==> src/rtl/src_reg_bank.sv <==
// Mini SRC general-purpose register bank: IR-field select/encode, BAout R0-as-zero, C sign extension,
// plus a context save/load engine. Define REGBANK_CTX_SKIP_R0_EN to leave R0 out of context transfers.
module src_reg_bank #(
    parameter int DATA_W = 32,
    parameter int NREGS  = 16,
    parameter int OPC_W  = 5
) (
    input  logic                      clk,
    input  logic                      clr,
    input  logic [DATA_W-1:0]         ir,
    input  logic                      gra,
    input  logic                      grb,
    input  logic                      grc,
    input  logic                      rin,
    input  logic                      rout,
    input  logic                      baout,
    input  logic [DATA_W-1:0]         bus_in,
    output logic [DATA_W-1:0]         bus_out,
    output logic [DATA_W-1:0]         c_sign_ext,
    input  logic                      ctx_save_req,
    input  logic                      ctx_load_req,
    output logic                      ctx_busy,
    output logic [$clog2(NREGS)-1:0]  ctx_idx,
    output logic                      ctx_wvalid,
    output logic [DATA_W-1:0]         ctx_wdata,
    input  logic                      ctx_wready,
    input  logic                      ctx_rvalid,
    input  logic [DATA_W-1:0]         ctx_rdata,
    output logic                      ctx_done
);

    localparam int IDX_W  = $clog2(NREGS);
    localparam int RA_LSB = DATA_W - OPC_W - IDX_W;
    localparam int RB_LSB = RA_LSB - IDX_W;
    localparam int RC_LSB = RB_LSB - IDX_W;
    localparam int C_W    = DATA_W - OPC_W - 2 * IDX_W;

    localparam logic [IDX_W-1:0] LAST_IDX = IDX_W'(NREGS - 1);
`ifdef REGBANK_CTX_SKIP_R0_EN
    localparam logic [IDX_W-1:0] FIRST_IDX = IDX_W'(1);
`else
    localparam logic [IDX_W-1:0] FIRST_IDX = '0;
`endif

    typedef enum logic [1:0] {
        ST_IDLE,
        ST_SAVE,
        ST_LOAD,
        ST_DONE
    } ctx_state_t;

    ctx_state_t        state;
    logic [DATA_W-1:0] regs [NREGS];
    logic [IDX_W-1:0]  ra, rb, rc, sel;
    logic              any_gr;
    logic              bus_we;
    logic              ctx_we;

    // The opcode bits are decoded by the control unit, not here.
    logic unused_opcode;
    assign unused_opcode = ^ir[DATA_W-1 -: OPC_W];

    assign ra     = ir[RA_LSB +: IDX_W];
    assign rb     = ir[RB_LSB +: IDX_W];
    assign rc     = ir[RC_LSB +: IDX_W];
    assign any_gr = gra | grb | grc;
    assign sel    = gra ? ra : (grb ? rb : rc);

    assign c_sign_ext = {{(DATA_W - C_W){ir[C_W-1]}}, ir[C_W-1:0]};

    assign bus_we = (state == ST_IDLE) && rin && any_gr;
    assign ctx_we = (state == ST_LOAD) && ctx_rvalid;

    // NOTE: always_comb drives a default before any branch so no path leaves bus_out unassigned (no latch).
    always_comb begin
        bus_out = '0;
        if (any_gr) begin
            if (rout || (baout && sel != '0))
                bus_out = regs[sel];
        end
    end

    assign ctx_wdata = regs[ctx_idx];

    // NOTE: the register array is clocked storage with an async clear, so every entry resets; it must
    // not be treated as a RAM macro.
    always_ff @(posedge clk or posedge clr) begin
        if (clr) begin
            for (int i = 0; i < NREGS; i++)
                regs[i] <= '0;
        end else if (ctx_we) begin
            regs[ctx_idx] <= ctx_rdata;
        end else if (bus_we) begin
            regs[sel] <= bus_in;
        end
    end

    // NOTE: sequential state uses non-blocking assignments so every flop samples pre-edge values.
    always_ff @(posedge clk or posedge clr) begin
        if (clr) begin
            state      <= ST_IDLE;
            ctx_idx    <= '0;
            ctx_busy   <= 1'b0;
            ctx_wvalid <= 1'b0;
            ctx_done   <= 1'b0;
        end else begin
            unique case (state)
                ST_IDLE: begin
                    ctx_done <= 1'b0;
                    if (ctx_save_req) begin
                        state      <= ST_SAVE;
                        ctx_idx    <= FIRST_IDX;
                        ctx_busy   <= 1'b1;
                        ctx_wvalid <= 1'b1;
                    end else if (ctx_load_req) begin
                        state    <= ST_LOAD;
                        ctx_idx  <= FIRST_IDX;
                        ctx_busy <= 1'b1;
                    end
                end
                ST_SAVE: begin
                    if (ctx_wready) begin
                        if (ctx_idx == LAST_IDX) begin
                            state      <= ST_DONE;
                            ctx_wvalid <= 1'b0;
                            ctx_done   <= 1'b1;
                        end else begin
                            ctx_idx <= ctx_idx + IDX_W'(1);
                        end
                    end
                end
                ST_LOAD: begin
                    if (ctx_rvalid) begin
                        if (ctx_idx == LAST_IDX) begin
                            state    <= ST_DONE;
                            ctx_done <= 1'b1;
                        end else begin
                            ctx_idx <= ctx_idx + IDX_W'(1);
                        end
                    end
                end
                ST_DONE: begin
                    state    <= ST_IDLE;
                    ctx_idx  <= '0;
                    ctx_busy <= 1'b0;
                    ctx_done <= 1'b0;
                end
                default: begin
                    state      <= ST_IDLE;
                    ctx_idx    <= '0;
                    ctx_busy   <= 1'b0;
                    ctx_wvalid <= 1'b0;
                    ctx_done   <= 1'b0;
                end
            endcase
        end
    end

endmodule

==> config.mk <==
export PLATFORM = sky130hd
export DESIGN_NAME = src_reg_bank
export DESIGN_NICKNAME = d
export VERILOG_FILES = /design/src/rtl/src_reg_bank.sv
export SDC_FILE = /design/constraint.sdc
export NUM_CORES = 2
export LEC_CHECK = 0
export BUFFER_PORTS_ARGS = -buffer_cell sky130_fd_sc_hd__buf_4
export CAP_MARGIN = 5
export CORE_MARGIN = 2
export CORE_UTILIZATION = 52
export DETAILED_ROUTE_END_ITERATION = 16
export GPL_ROUTABILITY_DRIVEN = 0
export PLACE_DENSITY_LB_ADDON = 0.1
export SKIP_CTS_REPAIR_TIMING = 1
export SLEW_MARGIN = 0
export SYNTH_ARGS = -nofsm -noshare
export SYNTH_HDL_FRONTEND = slang
export SYNTH_SLANG_ARGS = --single-unit
export TNS_END_PERCENT = 100
==> constraint.sdc <==
create_clock -name clk -period 35.5 [get_ports clk]
set_input_delay 7.1 -clock clk [delete_from_list [all_inputs] [get_ports clk]]
set_output_delay 7.1 -clock clk [all_outputs]
set_load 0.03 [all_outputs]
### Word-level counts from Yosys, hierarchy flattened

Cells that the tools add are included.

* flip-flop bits (word level): 521
* word-level logic and storage cells: 97
* bits of input ports: 108

* reduce and logical (&&, ||, !) cells: 17
* $lt $le $gt $ge: 4
* bitwise logic cells: 4
* muxes and demuxes: 41
* add/sub/neg operators: 1
* equal/unequal tests: 9

Operator list (count)
* $bwmux 512: 2
* $mux 512: 2
* $bmux 32 s4: 2
* $demux 32 s4: 2
* $mux 32: 8
* $mux 4: 7
* $pmux 4 s4: 1
* $ge 5x5->1 const B: 2
* $lt 5x1->1 const B: 2
* $mux 2: 5
* $not 4->5: 2
* $mux 1: 8
* $ne 2x2->1 const B: 4
* $pmux 2 s4: 1
* $logic_and 1x1->1: 6
* $reduce_bool 2->1: 3
* $add 4x1->4 const B: 1
* $eq 2x2->1 const B: 2
* $eq 4x4->1 const B: 1
* $pmux 1 s2: 2
* $reduce_and 2->1: 2
* $reduce_and 4->1: 1
* $reduce_bool 4->1: 1
* $ne 3x3->1 const B: 1
* 7 further kinds: 8

### Depth between registers and ports, before layout

* depth in word-level cells: 10
* mapped depth: 11
* depth with buffers taken out: 8

### Least setup slack after synthesis

Ideal clock, no wire load.

* path type: input-to-output
* start: in grb
* end: out bus_out[28]
* cell stages on the path: 9
* required time: 28400 ps
* data arrival time: 9066 ps
* slack: 19334 ps
* path buffers: 3
* cell sequence: buf_6 -> mux2_4 -> o21ai_2 -> buf_2 -> buf_1 -> nand2_1 -> a32oi_1 -> nand3_1 -> a21oi_1

* longest elaborated chain between the ends: 8
* elaborated cells on any way between the ends: 13
* classes of those cells: mux (7); bitwise (3); reduce/logical (3)

Ends and longest elaborated chain
* start, declared: RTL line 12 `input logic grb,`
* $mux 4 (2 in a row): RTL line 67 `assign sel = gra ? ra : (grb ? rb : rc);`
* $not 4->5 (implied by the code): RTL line 79 `bus_out = regs[sel];`
* $bmux 32 s4: RTL line 79
* $mux 32 (implied by the code) (2 in a row): RTL line 79
* $mux 32: RTL line 78 `if (rout || (baout && sel != '0))`
* $mux 32 (*): RTL line 77 `if (any_gr) begin`
* end, declared: RTL line 18 `output logic [DATA_W-1:0] bus_out,`

Mark *: on every way between the ends. The rest lies on a longest branch, timed or not. The select of a mux whose other input is x is not followed.

### Worst setup path after layout

* start: in gra
* end: out bus_out[12]

* longest elaborated chain between the ends: 7
* elaborated cells on any way between the ends: 12
* classes of those cells: mux (6); bitwise (3); reduce/logical (3)

Ends and longest elaborated chain
* start, declared: RTL line 11 `input logic gra,`
* $mux 4: RTL line 67
* $not 4->5 (implied by the code): RTL line 79
* $bmux 32 s4: RTL line 79
* $mux 32 (implied by the code) (2 in a row): RTL line 79
* $mux 32: RTL line 78
* $mux 32 (*): RTL line 77

Marks and branches as above.

==> run_results.csv <==
group,metric,value,unit
status,status,"finished, final reports clean",
yosys,synth_top_cell_area_share,0.3866,
clocking,cts_sinks,521,
clocking,cts_made_buffers,60,
yosys,synthArstFlopShare,1.000,
clocking,clockBufferDepth,3,
detailed_routing,ant_nets,0,
sta,rsz0062_at_grt,"no",
detailed_routing,drt_iter0_drc,4304,
run,drv_cap,0,
die,die_h,258.7,um
placed_design,placed_cell_area,0.03505,mm^2
global_routing,antenna_found_initial,0,
global_routing,first_global_vias,30183,
sta,post-route-min-period,18.35,ns
global_routing,grtUsageMet1,0.5209,
layout,drive_above_1_share,0.2627,
setup_path,cpPeakStageDelay,0.81,ns
setup_path,path_cells,"buf_4 -> buf_4 -> o21a_4 -> buf_4 -> a21oi_1 -> a22oi_1 -> a22oi_1 -> a21oi_1 -> buf_4",
detailed_routing,viasPerCell,7.636,
setup_path,worstPathArrival,11.25,ns
pwr,p_total,2.157,mW
die,core_area,0.06423,mm^2
global_routing,grt_overflow,0,
yosys,yosys-top-cells-area,"dfrtp_1 (39%), mux4_2 (11%), mux2_1 (9.6%)",
clocking,root_buffer,"clkbuf_16",
yosys,synthFlopType,"dfrtp_1",
placed_design,hpwlAfterDp,72.40,mm
setup_path,slowest_stage,"buf_4",
sta,fin_worst_skew,0.01722,ns
layout,layout.nets,3226,
pwr,peakVddDrop,53.76,uV
sta,worst_slew_pin_slew,1.308,ns
yosys,ys_ff_latch,521,
yosys,yosysUniqueCellTypes,46,
die,fp.dieArea,0.06691,mm^2
setup_path,cp_common_cell,"buf_4",
layout,fillers,5431,
sta,fin_ws,17.15,ns
pwr,power.density,58.10,mW/mm^2
detailed_routing,wl_per_cell,34.55,um
detailed_routing,vias,30660,
clocking,h-tree-depth,2,
sta,finalCritPeriodShare,0.5170,
yosys,synth_nets,3320,
placed_design,io_buffers,175,
die,io_pins,211,
layout,syn_to_final_growth,10.06,%
global_routing,grtUsageTotal,0.4074,
detailed_routing,drc,0,
layout,final_cell_area,0.03712,mm^2
yosys,synth_seq_area_share,0.3866,
setup_path,end_kind,"primary output",
die,start_util,0.5251,
yosys,synth_warnings,0,
setup_path,critPathLaunchType,"primary input",
sta,whs,0.5013,ns
setup_path,cp.required,28.40,ns
detailed_routing,first_pass_iters,8,
clocking,cts_tree,"yes",
sta,finalHoldViolations,0,
setup_path,criticalPathCategory,"in -> out",
clocking,clk_latency,0.65,ns
detailed_routing,wirelength,138.7,mm
global_routing,busiest_layer,"met2",
sta,fmax,0.05449,GHz
worst_hold_path,hold_path.class,"reg -> reg",
sta,tns,0,ns
yosys,postSynthAreaPerCell,10.53,um^2
yosys,synth_edf_count,0,
die,die_x,258.7,um
global_routing,grt_use_met3,0.1212,
placed_design,dp_slack,17.31,ns
setup_path,cp_max_fo,74,
yosys,synthCells,3203,
global_routing,grt_pass1_wl,201.0,mm
yosys,synthesis.area,0.03373,mm^2
sta,setup_viol,0,
sta,final_max_slew_viol_count,0,
global_routing,grt_max_degree,168,
layout,n_antenna_cell,0,
yosys,yosys.area.top_type,"dfrtp_1",
pwr,power.leakage,16.30,nW
clocking,clkSlewWorstSetupHoldPaths,0.06,ns
global_routing,grt.met2_usage,0.6071,
sta,timing.slew.headroom,0.1252,
die,num_rows,93,
-- power by group --
group | total, mW | switching (mW) | internal (mW) | leakage [nW]
Combinational | 0.743 | 0.469 | 0.274 | 8.05
Sequential | 0.756 | 0.0958 | 0.660 | 7.23
Clock | 0.658 | 0.272 | 0.386 | 1.02
-- per-layer routing --
metal  vias to the layer above  routed length, um
met5                         -                  0
met4                         0               9646
met3                       646              18730
met2                      2507              60200
met1                     15460              50130
li1                      12047                  -
-- cells in the mapped netlist (61+ instances only) --
library cell / number
clkbuf_1: 256
nor2_1: 71
mux4_2: 160
mux2_1: 289
o22ai_1: 482
mux2i_1: 100
mux2_2: 252
dfrtp_1: 521
a21oi_1: 104
o21ai_0: 99
a22oi_1: 61
nand2_1: 392
-- worst paths after layout --
check                           start           to  slack (ns)  depth (start not counted)
max in group asynchronous         clr    regs[263]       26.01                          5
hold / removal               ctx_done     ctx_done        0.50                          1
hold reg to reg              ctx_done     ctx_done        0.50                          1
setup reg to reg           ctx_idx[2]    regs[190]       31.02                          7
min in group asynchronous         clr     regs[23]        6.57                          2
setup / recovery                  gra  bus_out[12]       17.15                          9
-- cells by family after synthesis --
kind of cell | after synthesis | share of synthesized area
muxes | 802 | 0.3176
and+or+nand+nor | 525 | 0.06266
adders and majority gates | 9 | 0.003339
AOI/OAI and AO/OA | 934 | 0.1744
buffers and inverters | 412 | 0.05539
DFF | 521 | 0.3866
-- cell type report --
class                           count  area, um^2  share of cell area
Timing Repair Buffer              245        1877             0.05056
Clock inverter                     23       265.3            0.007146
Tap cell                          855        1070             0.02882
Sequential cell                   521       13050              0.3516
Inverter                           11       48.80            0.001315
Clock buffer                       90        1807             0.04868
Multi-Input combinational cell   2270       19000              0.5119
-- flip-flops by register name, indices dropped and copies added, names as in the netlist --
signal	cells
ctx_busy	1
ctx_done	1
ctx_idx	4
ctx_wvalid	1
regs	512
state	2
-- critical path: cells and delay by family --
| kind | cells | cell delay (ns) |
|---|---|---|
| AOI/OAI and AO/OA | 5 | 1.67 |
| buffers and inverters | 4 | 2.37 |
-- per-stage QoR --
step	util	instances
floorplan	-	3203
detailed placement	0.5456	3902
global placement	0.5456	3902
CTS	0.5779	4015
global route	0.5779	4015
finish	0.5779	4015
-- cells in the final DEF (no fill, tap or decap), types with 33 or more instances in the layout --
master | Yosys | final
mux2_1 | 289 | 289
o21ai_1 | 35 | 34
o21ai_0 | 99 | 99
buf_4 | 53 | 242
a22oi_1 | 61 | 61
nand2_1 | 392 | 369
mux2_2 | 252 | 252
o22ai_1 | 482 | 482
o22a_1 | 47 | 33
nand3_1 | 39 | 35
dfrtp_1 | 521 | 517
mux4_2 | 160 | 160
a21oi_1 | 104 | 104
nor2_1 | 71 | 67
mux2i_1 | 100 | 99
clkbuf_16 | 0 | 62
No activity file was read; power rests on OpenSTA's default activity.
